## src/rtl/cdb_arbiter_pkg.sv

```systemverilog
// rtl/cdb_arbiter_pkg.sv - shared constants and helpers for the CDB arbiter
package cdb_arbiter_pkg;

  localparam int CDB_N_REQ       = 3;
  localparam int CDB_ROB_ID_W    = 5;
  localparam int CDB_Q_DEPTH_BIT = 1;
  localparam int CDB_SRC_W       = 2;

  typedef enum logic [CDB_SRC_W-1:0] {
    CDB_SRC_ALU = 2'd0,
    CDB_SRC_LSB = 2'd1,
    CDB_SRC_BR  = 2'd2
  } cdb_src_e;

  // Index wrap for the round-robin scan; idx is always below 2*n.
  function automatic int rr_wrap(input int idx, input int n);
    return (idx >= n) ? idx - n : idx;
  endfunction

endpackage

```

## src/rtl/cdb_req_fifo.sv

```systemverilog
// rtl/cdb_req_fifo.sv - per-requester result FIFO holding {rob_id, val}
module cdb_req_fifo #(
  parameter int ROB_ID_W  = 5,
  parameter int DEPTH_BIT = 1
) (
  input  logic                clk_in,
  input  logic                rst_in,
  input  logic                flush,
  input  logic                push,
  input  logic                pop,
  input  logic [ROB_ID_W-1:0] push_rob_id,
  input  logic [31:0]         push_val,
  output logic                full,
  output logic                empty,
  output logic [ROB_ID_W-1:0] head_rob_id,
  output logic [31:0]         head_val
);

  localparam int DEPTH = 1 << DEPTH_BIT;

  logic [ROB_ID_W+31:0]  mem [DEPTH];
  logic [DEPTH_BIT-1:0]  head;
  logic [DEPTH_BIT-1:0]  tail;
  logic [DEPTH_BIT:0]    count;
  logic                  do_push;
  logic                  do_pop;

  assign full    = (count == (DEPTH_BIT+1)'(DEPTH));
  assign empty   = (count == '0);
  assign do_push = push && !full;
  assign do_pop  = pop && !empty;
  assign {head_rob_id, head_val} = mem[head];

  always_ff @(posedge clk_in) begin
    if (do_push) begin
      mem[tail] <= {push_rob_id, push_val};
    end
  end

  always_ff @(posedge clk_in) begin
    if (!rst_in || flush) begin
      head  <= '0;
      tail  <= '0;
      count <= '0;
    end else begin
      if (do_push) tail <= tail + 1'b1;
      if (do_pop)  head <= head + 1'b1;
      case ({do_push, do_pop})
        2'b10:   count <= count + 1'b1;
        2'b01:   count <= count - 1'b1;
        default: count <= count;
      endcase
    end
  end

endmodule

```

## src/rtl/cdb_arbiter.sv

```systemverilog
// rtl/cdb_arbiter.sv - round-robin arbiter driving the registered common data bus
module cdb_arbiter
  import cdb_arbiter_pkg::*;
#(
  parameter int N_REQ       = CDB_N_REQ,
  parameter int ROB_ID_W    = CDB_ROB_ID_W,
  parameter int Q_DEPTH_BIT = CDB_Q_DEPTH_BIT
) (
  input  logic                      clk_in,
  input  logic                      rst_in,
  input  logic                      rdy_in,
  input  logic                      clear_flag,
  input  logic [N_REQ-1:0]          req_valid,
  input  logic [N_REQ*ROB_ID_W-1:0] req_rob_id,
  input  logic [N_REQ*32-1:0]       req_val,
  output logic [N_REQ-1:0]          req_ready,
  output logic                      cdb_valid,
  output logic [ROB_ID_W-1:0]       cdb_rob_id,
  output logic [31:0]               cdb_val,
  output logic [CDB_SRC_W-1:0]      cdb_src
);

  logic [N_REQ-1:0]     full;
  logic [N_REQ-1:0]     empty;
  logic [N_REQ-1:0]     push;
  logic [N_REQ-1:0]     pop;
  logic [ROB_ID_W-1:0]  head_rob_id [N_REQ];
  logic [31:0]          head_val    [N_REQ];
  logic [CDB_SRC_W-1:0] rr_ptr;
  logic [CDB_SRC_W-1:0] grant_idx;
  logic [CDB_SRC_W-1:0] cand;
  logic                 grant_found;

  // A full FIFO is never ready, so a simultaneous pop cannot make room.
  assign req_ready = {N_REQ{rdy_in}} & ~full;
  assign push      = req_valid & req_ready & {N_REQ{~clear_flag}};

  for (genvar i = 0; i < N_REQ; i++) begin : g_fifo
    cdb_req_fifo #(
      .ROB_ID_W  (ROB_ID_W),
      .DEPTH_BIT (Q_DEPTH_BIT)
    ) u_fifo (
      .clk_in      (clk_in),
      .rst_in      (rst_in),
      .flush       (clear_flag),
      .push        (push[i]),
      .pop         (pop[i]),
      .push_rob_id (req_rob_id[i*ROB_ID_W +: ROB_ID_W]),
      .push_val    (req_val[i*32 +: 32]),
      .full        (full[i]),
      .empty       (empty[i]),
      .head_rob_id (head_rob_id[i]),
      .head_val    (head_val[i])
    );
  end

  always_comb begin
    grant_found = 1'b0;
    grant_idx   = '0;
    cand        = '0;
    for (int k = 0; k < N_REQ; k++) begin
      cand = CDB_SRC_W'(rr_wrap(int'(rr_ptr) + k, N_REQ));
      if (!grant_found && !empty[cand]) begin
        grant_found = 1'b1;
        grant_idx   = cand;
      end
    end
  end

  always_comb begin
    pop = '0;
    if (grant_found && rdy_in && !clear_flag) begin
      pop[grant_idx] = 1'b1;
    end
  end

  always_ff @(posedge clk_in) begin
    if (!rst_in || clear_flag) begin
      rr_ptr     <= '0;
      cdb_valid  <= 1'b0;
      cdb_rob_id <= '0;
      cdb_val    <= '0;
      cdb_src    <= CDB_SRC_ALU;
    end else if (rdy_in) begin
      if (grant_found) begin
        cdb_valid  <= 1'b1;
        cdb_rob_id <= head_rob_id[grant_idx];
        cdb_val    <= head_val[grant_idx];
        cdb_src    <= grant_idx;
        rr_ptr     <= CDB_SRC_W'(rr_wrap(int'(grant_idx) + 1, N_REQ));
      end else begin
        cdb_valid  <= 1'b0;
        cdb_rob_id <= '0;
        cdb_val    <= '0;
      end
    end
  end

endmodule

```

## config.mk

```make
export PLATFORM = sky130hd
export DESIGN_NAME = cdb_arbiter
export DESIGN_NICKNAME = d
export VERILOG_FILES = /design/src/rtl/cdb_arbiter_pkg.sv /design/src/rtl/cdb_req_fifo.sv /design/src/rtl/cdb_arbiter.sv
export SDC_FILE = /design/constraint.sdc
export NUM_CORES = 1
export LEC_CHECK = 0
export BUFFER_PORTS_ARGS = -buffer_cell sky130_fd_sc_hd__buf_4
export CELL_PAD_IN_SITES_DETAIL_PLACEMENT = 1
export CELL_PAD_IN_SITES_GLOBAL_PLACEMENT = 1
export CORE_MARGIN = 10
export CORE_UTILIZATION = 49
export CTS_BUF_LIST = sky130_fd_sc_hd__clkbuf_8
export DETAILED_ROUTE_END_ITERATION = 8
export GPL_TIMING_DRIVEN = 1
export PLACE_DENSITY_LB_ADDON = 0.12
export SLEW_MARGIN = 20
export SYNTH_ARGS = -nofsm -noshare
export SYNTH_HDL_FRONTEND = slang
export SYNTH_SLANG_ARGS = --single-unit
export TNS_END_PERCENT = 30
```

## constraint.sdc

```tcl
create_clock -name clk_in -period 4.5 [get_ports clk_in]
set_clock_uncertainty 0.15 [all_clocks]
set_input_delay 0.225 -clock clk_in [delete_from_list [all_inputs] [get_ports clk_in]]
set_output_delay 0.225 -clock clk_in [all_outputs]
set_load 0.02 [all_outputs]
```

* Yosys cells after proc, flatten, opt, wreduce, memory -nomap -nowiden
Memories as Yosys holds them, arrays and structs flattened. A register that Yosys moved wholly into a read port is not among the register bits.
Cells that the tools add are included.
** Cells by class
- Add/sub/neg operators :: 19
- Magnitude comparators :: 10
- Eq/ne operators :: 9
- Mux-type cells :: 43
- Bitwise operators :: 6
- Reductions and logical operators :: 30
** Operators with widths (number)
- 32-bit two-way mux :: 3
- 32-bit binary-select mux with 2-bit select :: 1
- 1-bit two-way mux :: 20
- 5-bit two-way mux :: 3
- 2-bit two-way mux :: 7
- 2-bit equality test (second input constant) :: 6
- 2-bit by 3-bit less-than comparator with 1-bit output (second input constant) :: 4
- 2-bit one-hot mux with 2 select lines :: 3
- 1-bit logical AND :: 11
- 1-bit logical NOT :: 11
- 5-bit binary-select mux with 2-bit select :: 1
- 3-bit AND :: 3
- 3-bit by 2-bit greater-or-equal comparator with 1-bit output (second input constant) :: 3
- 2-bit subtractor (second input constant) :: 4
- 1-bit adder (second input constant) :: 6
- 2-bit by 1-bit adder with 2-bit output (second input constant) :: 3
- 2-bit by 1-bit adder with 3-bit output (second input constant) :: 2
- 1-bit binary-select mux with 2-bit select :: 3
- 2-bit by 1-bit equality test with 1-bit output (second input constant) :: 3
- 2-bit logical NOT :: 3
- 2-bit nonzero test :: 3
- 2-bit by 1-bit subtractor with 2-bit output (second input constant) :: 3
- 2-bit by 2-bit adder with 3-bit output (second input constant) :: 1
- 3-bit greater-or-equal comparator (second input constant) :: 1
- other kinds (9) :: 9
** Storage, ports and cells
- Register bits after elaboration :: 54
- RAM bits :: 222
- Input port bits :: 118
- Output and inout bits :: 43
- Logic and storage cells :: 134
- Memories :: 3
** Memories
- g_fifo[0].u_fifo.mem :: depth 2, bits a word 37, rd ports 1, clocked after Yosys merged registers in 1, write ports 1, RTL line cdb_req_fifo.sv:21 : logic [ROB_ID_W+31:0] mem [DEPTH];
- g_fifo[1].u_fifo.mem :: depth 2, bits a word 37, rd ports 1, clocked after Yosys merged registers in 1, write ports 1, RTL line cdb_req_fifo.sv:21
- g_fifo[2].u_fifo.mem :: depth 2, bits a word 37, rd ports 1, clocked after Yosys merged registers in 1, write ports 1, RTL line cdb_req_fifo.sv:21

* Depth between registers and ports, before layout
- Depth in word-level cells :: 19
- Gate-level depth with buffers :: 17
- Mapped depth without buffers :: 14

* Cells and area by module
A second synthesis with hierarchy kept.
** Unflattened totals
- Cells, all modules :: 703
- Area total of the unflattened synthesis :: 11143.2 um^2
** Modules (own cells, without submodules)
- cdb_req_fifo :: times used 3, cells an instance 142, area an instance 2889.0 um^2, seq. area each 2322.2 um^2
- cdb_arbiter :: times used 1, cells an instance 277, area an instance 2476.1 um^2, seq. area each 840.8 um^2

* Least setup slack after synthesis
No wires, ideal clock.
- Kind :: flip-flop to flip-flop
- Start :: reg rr_ptr[0]
- End :: reg g_fifo[1].u_fifo.count[1]
- Library setup time :: 70 ps
- Data arrival time :: 3378 ps
- Required time :: 4280 ps
- Setup slack :: 901 ps
- Stages on the path, launching flop included :: 17
- Buffers on the path :: 3
- Period minus slack after synthesis :: 3599 ps
- Path through :: dfxtp_1 > inv_1 > ha_1 > buf_2 > inv_1 > a221oi_2 > nand3_1 > o32a_1 > buf_2 > buf_2 > ha_1 > nor3b_1 > o311ai_0 > inv_1 > ha_1 > or3_1 > a21oi_1
** On the way
- Cells in the longest elaborated chain, start to end :: 19
- Elaborated cells between the ends (all ways) :: 41
- Those cells by class :: add/sub (5); order compare (5); eq/ne (2); mux (19); reduce/logical (10)
** RTL lines
- from (decl) :: RTL line cdb_arbiter.sv:29 : logic [CDB_SRC_W-1:0] rr_ptr;
- from (signal assigned) :: RTL line cdb_arbiter.sv:90 : rr_ptr <= CDB_SRC_W'(rr_wrap(int'(grant_idx) + 1, N_REQ));
- 2-bit by 1-bit adder with 3-bit output :: RTL line cdb_arbiter.sv:62 : cand = CDB_SRC_W'(rr_wrap(int'(rr_ptr) + k, N_REQ));
- 3-bit by 2-bit greater-or-equal comparator with 1-bit output or 2-bit subtractor (tied branches) :: RTL line cdb_arbiter_pkg.sv:17 : return (idx >= n) ? idx - n : idx;
- 2-bit two-way mux :: RTL line cdb_arbiter_pkg.sv:17
- 1-bit binary-select mux with 2-bit select :: RTL line cdb_arbiter.sv:63 : if (!grant_found && !empty[cand]) begin
- 1-bit two-way mux (implied by the code) :: RTL line cdb_arbiter.sv:63
- 1-bit logical NOT :: RTL line cdb_arbiter.sv:63
- 1-bit logical AND :: RTL line cdb_arbiter.sv:63
- 1-bit two-way mux :: RTL line cdb_arbiter.sv:63
- [4 not listed]
- 1-bit logical AND (implied by the code) :: RTL line cdb_arbiter.sv:73 : pop[grant_idx] = 1'b1;
- 1-bit two-way mux (implied by the code) :: RTL line cdb_arbiter.sv:73
- 1-bit demux with 2-bit select :: RTL line cdb_arbiter.sv:73
- 3-bit two-way mux (*) :: RTL line cdb_arbiter.sv:72 : if (grant_found && rdy_in && !clear_flag) begin
- 1-bit logical AND (*) :: RTL line cdb_req_fifo.sv:31 : assign do_pop = pop && !empty;
- net g_fifo[1].u_fifo.do_pop :: RTL line cdb_req_fifo.sv:26 : logic do_pop;
- 2-bit by 1-bit equality test with 1-bit output or 2-bit equality test (tied branches) :: RTL line cdb_req_fifo.sv:48 : case ({do_push, do_pop})
- 2-bit one-hot mux with 2 select lines or 2-bit nonzero test (tied branches)
- to (signal assigned) :: RTL line cdb_req_fifo.sv:49 : 2'b10: count <= count + 1'b1;
- to (signal assigned) :: RTL line cdb_req_fifo.sv:50 : 2'b01: count <= count - 1'b1;
- to (signal assigned) :: RTL line cdb_req_fifo.sv:51 : default: count <= count;
- to (decl) :: RTL line cdb_req_fifo.sv:24 : logic [DEPTH_BIT:0] count;
The timed path passes the listed nets; every way through them passes the cells marked *. The select of a mux whose other input is x is not followed.
A chain may end at the register's enable or synchronous reset.

* Worst setup path after layout
- Start :: reg rr_ptr[0]
- End :: reg g_fifo[2].u_fifo.count[1]
** On the way
- Cells in the longest elaborated chain, start to end :: 19
- Elaborated cells between the ends (all ways) :: 41
- Those cells by class :: add/sub (5); order compare (5); eq/ne (2); mux (19); reduce/logical (10)
** RTL lines (RTL line)
- 2-bit by 1-bit adder with 3-bit output :: cdb_arbiter.sv:62
- 3-bit by 2-bit greater-or-equal comparator with 1-bit output or 2-bit subtractor (tied branches) :: cdb_arbiter_pkg.sv:17
- 2-bit two-way mux :: cdb_arbiter_pkg.sv:17
- 1-bit binary-select mux with 2-bit select :: cdb_arbiter.sv:63
- 1-bit two-way mux (implied by the code) :: cdb_arbiter.sv:63
- 1-bit logical NOT :: cdb_arbiter.sv:63
- 1-bit logical AND :: cdb_arbiter.sv:63
- 1-bit two-way mux :: cdb_arbiter.sv:63
- [4 not listed]
- 1-bit logical AND (implied by the code) :: cdb_arbiter.sv:73
- 1-bit two-way mux (implied by the code) :: cdb_arbiter.sv:73
- 1-bit demux with 2-bit select :: cdb_arbiter.sv:73
- 3-bit two-way mux (*) :: cdb_arbiter.sv:72
- 1-bit logical AND (*) :: cdb_req_fifo.sv:31
- net g_fifo[2].u_fifo.do_pop :: cdb_req_fifo.sv:26
- 2-bit by 1-bit equality test with 1-bit output or 2-bit equality test (tied branches) :: cdb_req_fifo.sv:48
- 2-bit one-hot mux with 2 select lines or 2-bit nonzero test (tied branches)
- to (signal assigned) :: cdb_req_fifo.sv:49
- to (signal assigned) :: cdb_req_fifo.sv:50
- to (signal assigned) :: cdb_req_fifo.sv:51
- to (decl) :: cdb_req_fifo.sv:24
Marked as above.

==> out/metrics.cfg <==
[status]
status=finished clean

[clock_tree]
cts.sinks=279
clockRootBuffer=clkbuf_8
cts_max_level=2
post_cts_resized=0
postCtsSetupRepairBufs=0
insertion_delay_ns=0.56
path_clk_slew_ns=0.05
clockBufferDepth=3
cts_tree=built
numCtsBuffers=47

[logic_synthesis]
synth-seq-area-share=0.681
syn_inst=785
syn-cell-area_um2=11500
synth_nets=910
synth_top_area_frac=0.581
async_flop_share=0
ys_ff_latch=279
synth_top_cell_by_area=edfxtp_1
syn_avg_cell_area_um2=14.6
ys_warn_count=0
synth_flop_cell=edfxtp_1
synth.area.top_cells=edfxtp_1, dfxtp_1, mux2i_1, mux2_2, o31a_1
synth-edff-count=222
ys_types=50

[timing]
fin_ws_ns=0.562
slew_headroom=0.424
max_freq_ghz=0.254
post-route-period-util=0.875
final.setup.tns_ns=0
setup_viol=0
worst_pin_slew_ns=0.862
period_needed_ns=3.94
finalHoldViolCount=0
rsz0062_at_grt=false
slew_viol_final=0

[drt]
vias_per_cell=5.58
post-route-drc-count=0
dr.pass1.iters=5
vias=7961
routed_wl_um=37400
ant_nets=0
avgRoutedWirePerCell_um=26.2
drtIter0Drc=464

[power_and_ir_drop]
peakVddDrop_mv=0.278
p_seq_frac=0.520
p_sw_frac=0.243
switchingPower_mw=1.33
power_frac_clock=0.396
p_comb_frac=0.084
p_int_mw=4.16
cellLeakagePower_nw=5.22
powerDensity_nw_per_um2=364

[global_route]
overflow=0
met2_usage=0.433
grt_pass1_wl_um=56200
grt_pass1_vias=8934
grt_max_degree=55
antenna_found_initial=1
grt_util_met3=0.0514
busiest_layer=met2
track_usage=0.244
use_met1=0.265

[min_path]
worstHoldStart=rdy_in
hold_class=in -> reg

[layout]
area_delta_synth_final_pct=31.4
drive_gt1_frac=0.260
regArea_um2=7810
final_cell_mix=edfxtp_1, buf_4, dlygate4sd3_1
multiInputGateArea_um2=3450
final_util=0.660
mostFrequentLayoutCell=edfxtp_1
n_fill_cell=2146
nNetsFinal=1199

[placement]
pre_cts_ws_ns=0.571
portBuffers=160
place.gp.congestion=0.842
place_hpwl_um=21400

[setup_path]
cp_max_fo=42
arrival_ns=4.23
timing.rr.start=rr_ptr[0]
critPathRequiredTime_ns=4.79
startpoint=rr_ptr[0]
startpoint_type=flop
cp-end-kind=flop
path_class=reg -> reg

[job]
max_cap_violations=0

[floorplan]
die_h_um=173
start_util=0.502
core_um2=22800
die_area_um2=29900
ios=161
dieWidth_um=173
core.rowCount=55

[critical path, cell delays in order (launching register included)]
cell and delay, ns:
dfxtp_1 0.35, inv_1 0.07, ha_1 0.56, nor2_1 0.09
and4_1 0.20, nor3_1 0.61, o32a_1 0.31, buf_4 0.44
nor2b_1 0.18, ha_1 0.38, or3_1 0.36, a21oi_1 0.17
[logic make-up (layout without fill, tap and decap cells)]
group,after synthesis,after routing,synth area share
other,0,1,0
adder cells (fa/ha/maj),7,7,0.00764
flip-flops,279,279,0.681
multiplexers,152,152,0.137
buffers and inverters,61,388,0.0242
XOR/XNOR,10,10,0.00764
AND/OR/NAND/NOR,167,167,0.0718
AO/OA/AOI/OAI,109,109,0.0711
[path summary, 6_finish.rpt]
| kind | to | slack [ns] | cells after the start |
|---|---|---|---|
| max | g_fifo[2].u_fifo.count[1] | 0.56 | 11 |
| min | cdb_val[26] | 0.11 | 3 |
| max reg2reg | g_fifo[2].u_fifo.count[1] | 0.56 | 11 |
| min reg2reg | cdb_src[0] | 0.31 | 2 |
[cell type report]
| cell class | instances | share of cell area |
|---|---|---|
| sequential | 279 | 0.519 |
| multi-input combinational | 445 | 0.229 |
| timing repair buffer | 288 | 0.165 |
| clock buffer | 51 | 0.0466 |
| tap | 313 | 0.0260 |
| clock inverter | 36 | 0.0120 |
| inverter | 13 | 0.00324 |
| antenna | 1 | 0.000166 |
[synth_stat cells, types with 2 or more instances]
cell type    n
edfxtp_1   222
mux2i_1    113
nor2_1      59
dfxtp_1     57
nor2b_1     41
nand2_1     40
mux2_2      39
a31oi_1     37
o31a_1      37
clkbuf_1    29
buf_2       12
inv_1       12
a21oi_1      9
o21ai_0      8
ha_1         7
xnor2_1      6
buf_6        4
nand3b_1     4
or3_1        4
xor2_1       4
nor3_1       3
o2bb2ai_1    3
and4_1       2
buf_1        2
nor3b_1      2
nor4_1       2
nor4b_1      2
o31ai_2      2
o32ai_1      2
[layer usage]
| layer | vias to the layer above | share of wire | wire length (µm) |
|---|---|---|---|
| met5 | - | 0 | 0 |
| met4 | 0 | 0.055 | 2040 |
| met3 | 92 | 0.052 | 1930 |
| met2 | 316 | 0.53 | 19900 |
| met1 | 3999 | 0.36 | 13600 |
| li1 | 3554 | - | - |
[state kept, by name, indices dropped and copies added (netlist names), named ones only]
register and count:
g_fifo.u_fifo.tail 3, rr_ptr 2, g_fifo.u_fifo.count 6, cdb_valid 1, cdb_val 32, g_fifo.u_fifo.head 3
cdb_src 2, cdb_rob_id 5, g_fifo.u_fifo.mem 222
[power groups by stage]
stage / clock network, mW / logic (mW) / registers (mW)
after floorplan: 0 / 0.165 / 2.91
after global placement: 0 / 0.348 / 2.90
after detailed placement: 0 / 0.360 / 2.91
after CTS: 2.15 / 0.443 / 2.85
after global routing: 2.33 / 0.488 / 2.86
final: 2.18 / 0.459 / 2.85
[per-stage QoR]
stage	hold slack [ns]	power, mW	instances	instance area, µm²
2_1_floorplan	0.174	3.08	785	11500
3_3_place_gp	0.260	3.25	1222	13000
3_5_place_dp	0.262	3.27	1222	13000
4_1_cts	0.0865	5.45	1423	15000
5_1_grt	0.133	5.67	1426	15100
6_report	0.109	5.49	1426	15100
[repair_timing]
action	in CTS	in global routing
hold buffers	114	0
hold endpoints to repair	226	0
endpoints found under the setup margin	0	0
(Power assumes the default switching activity.)
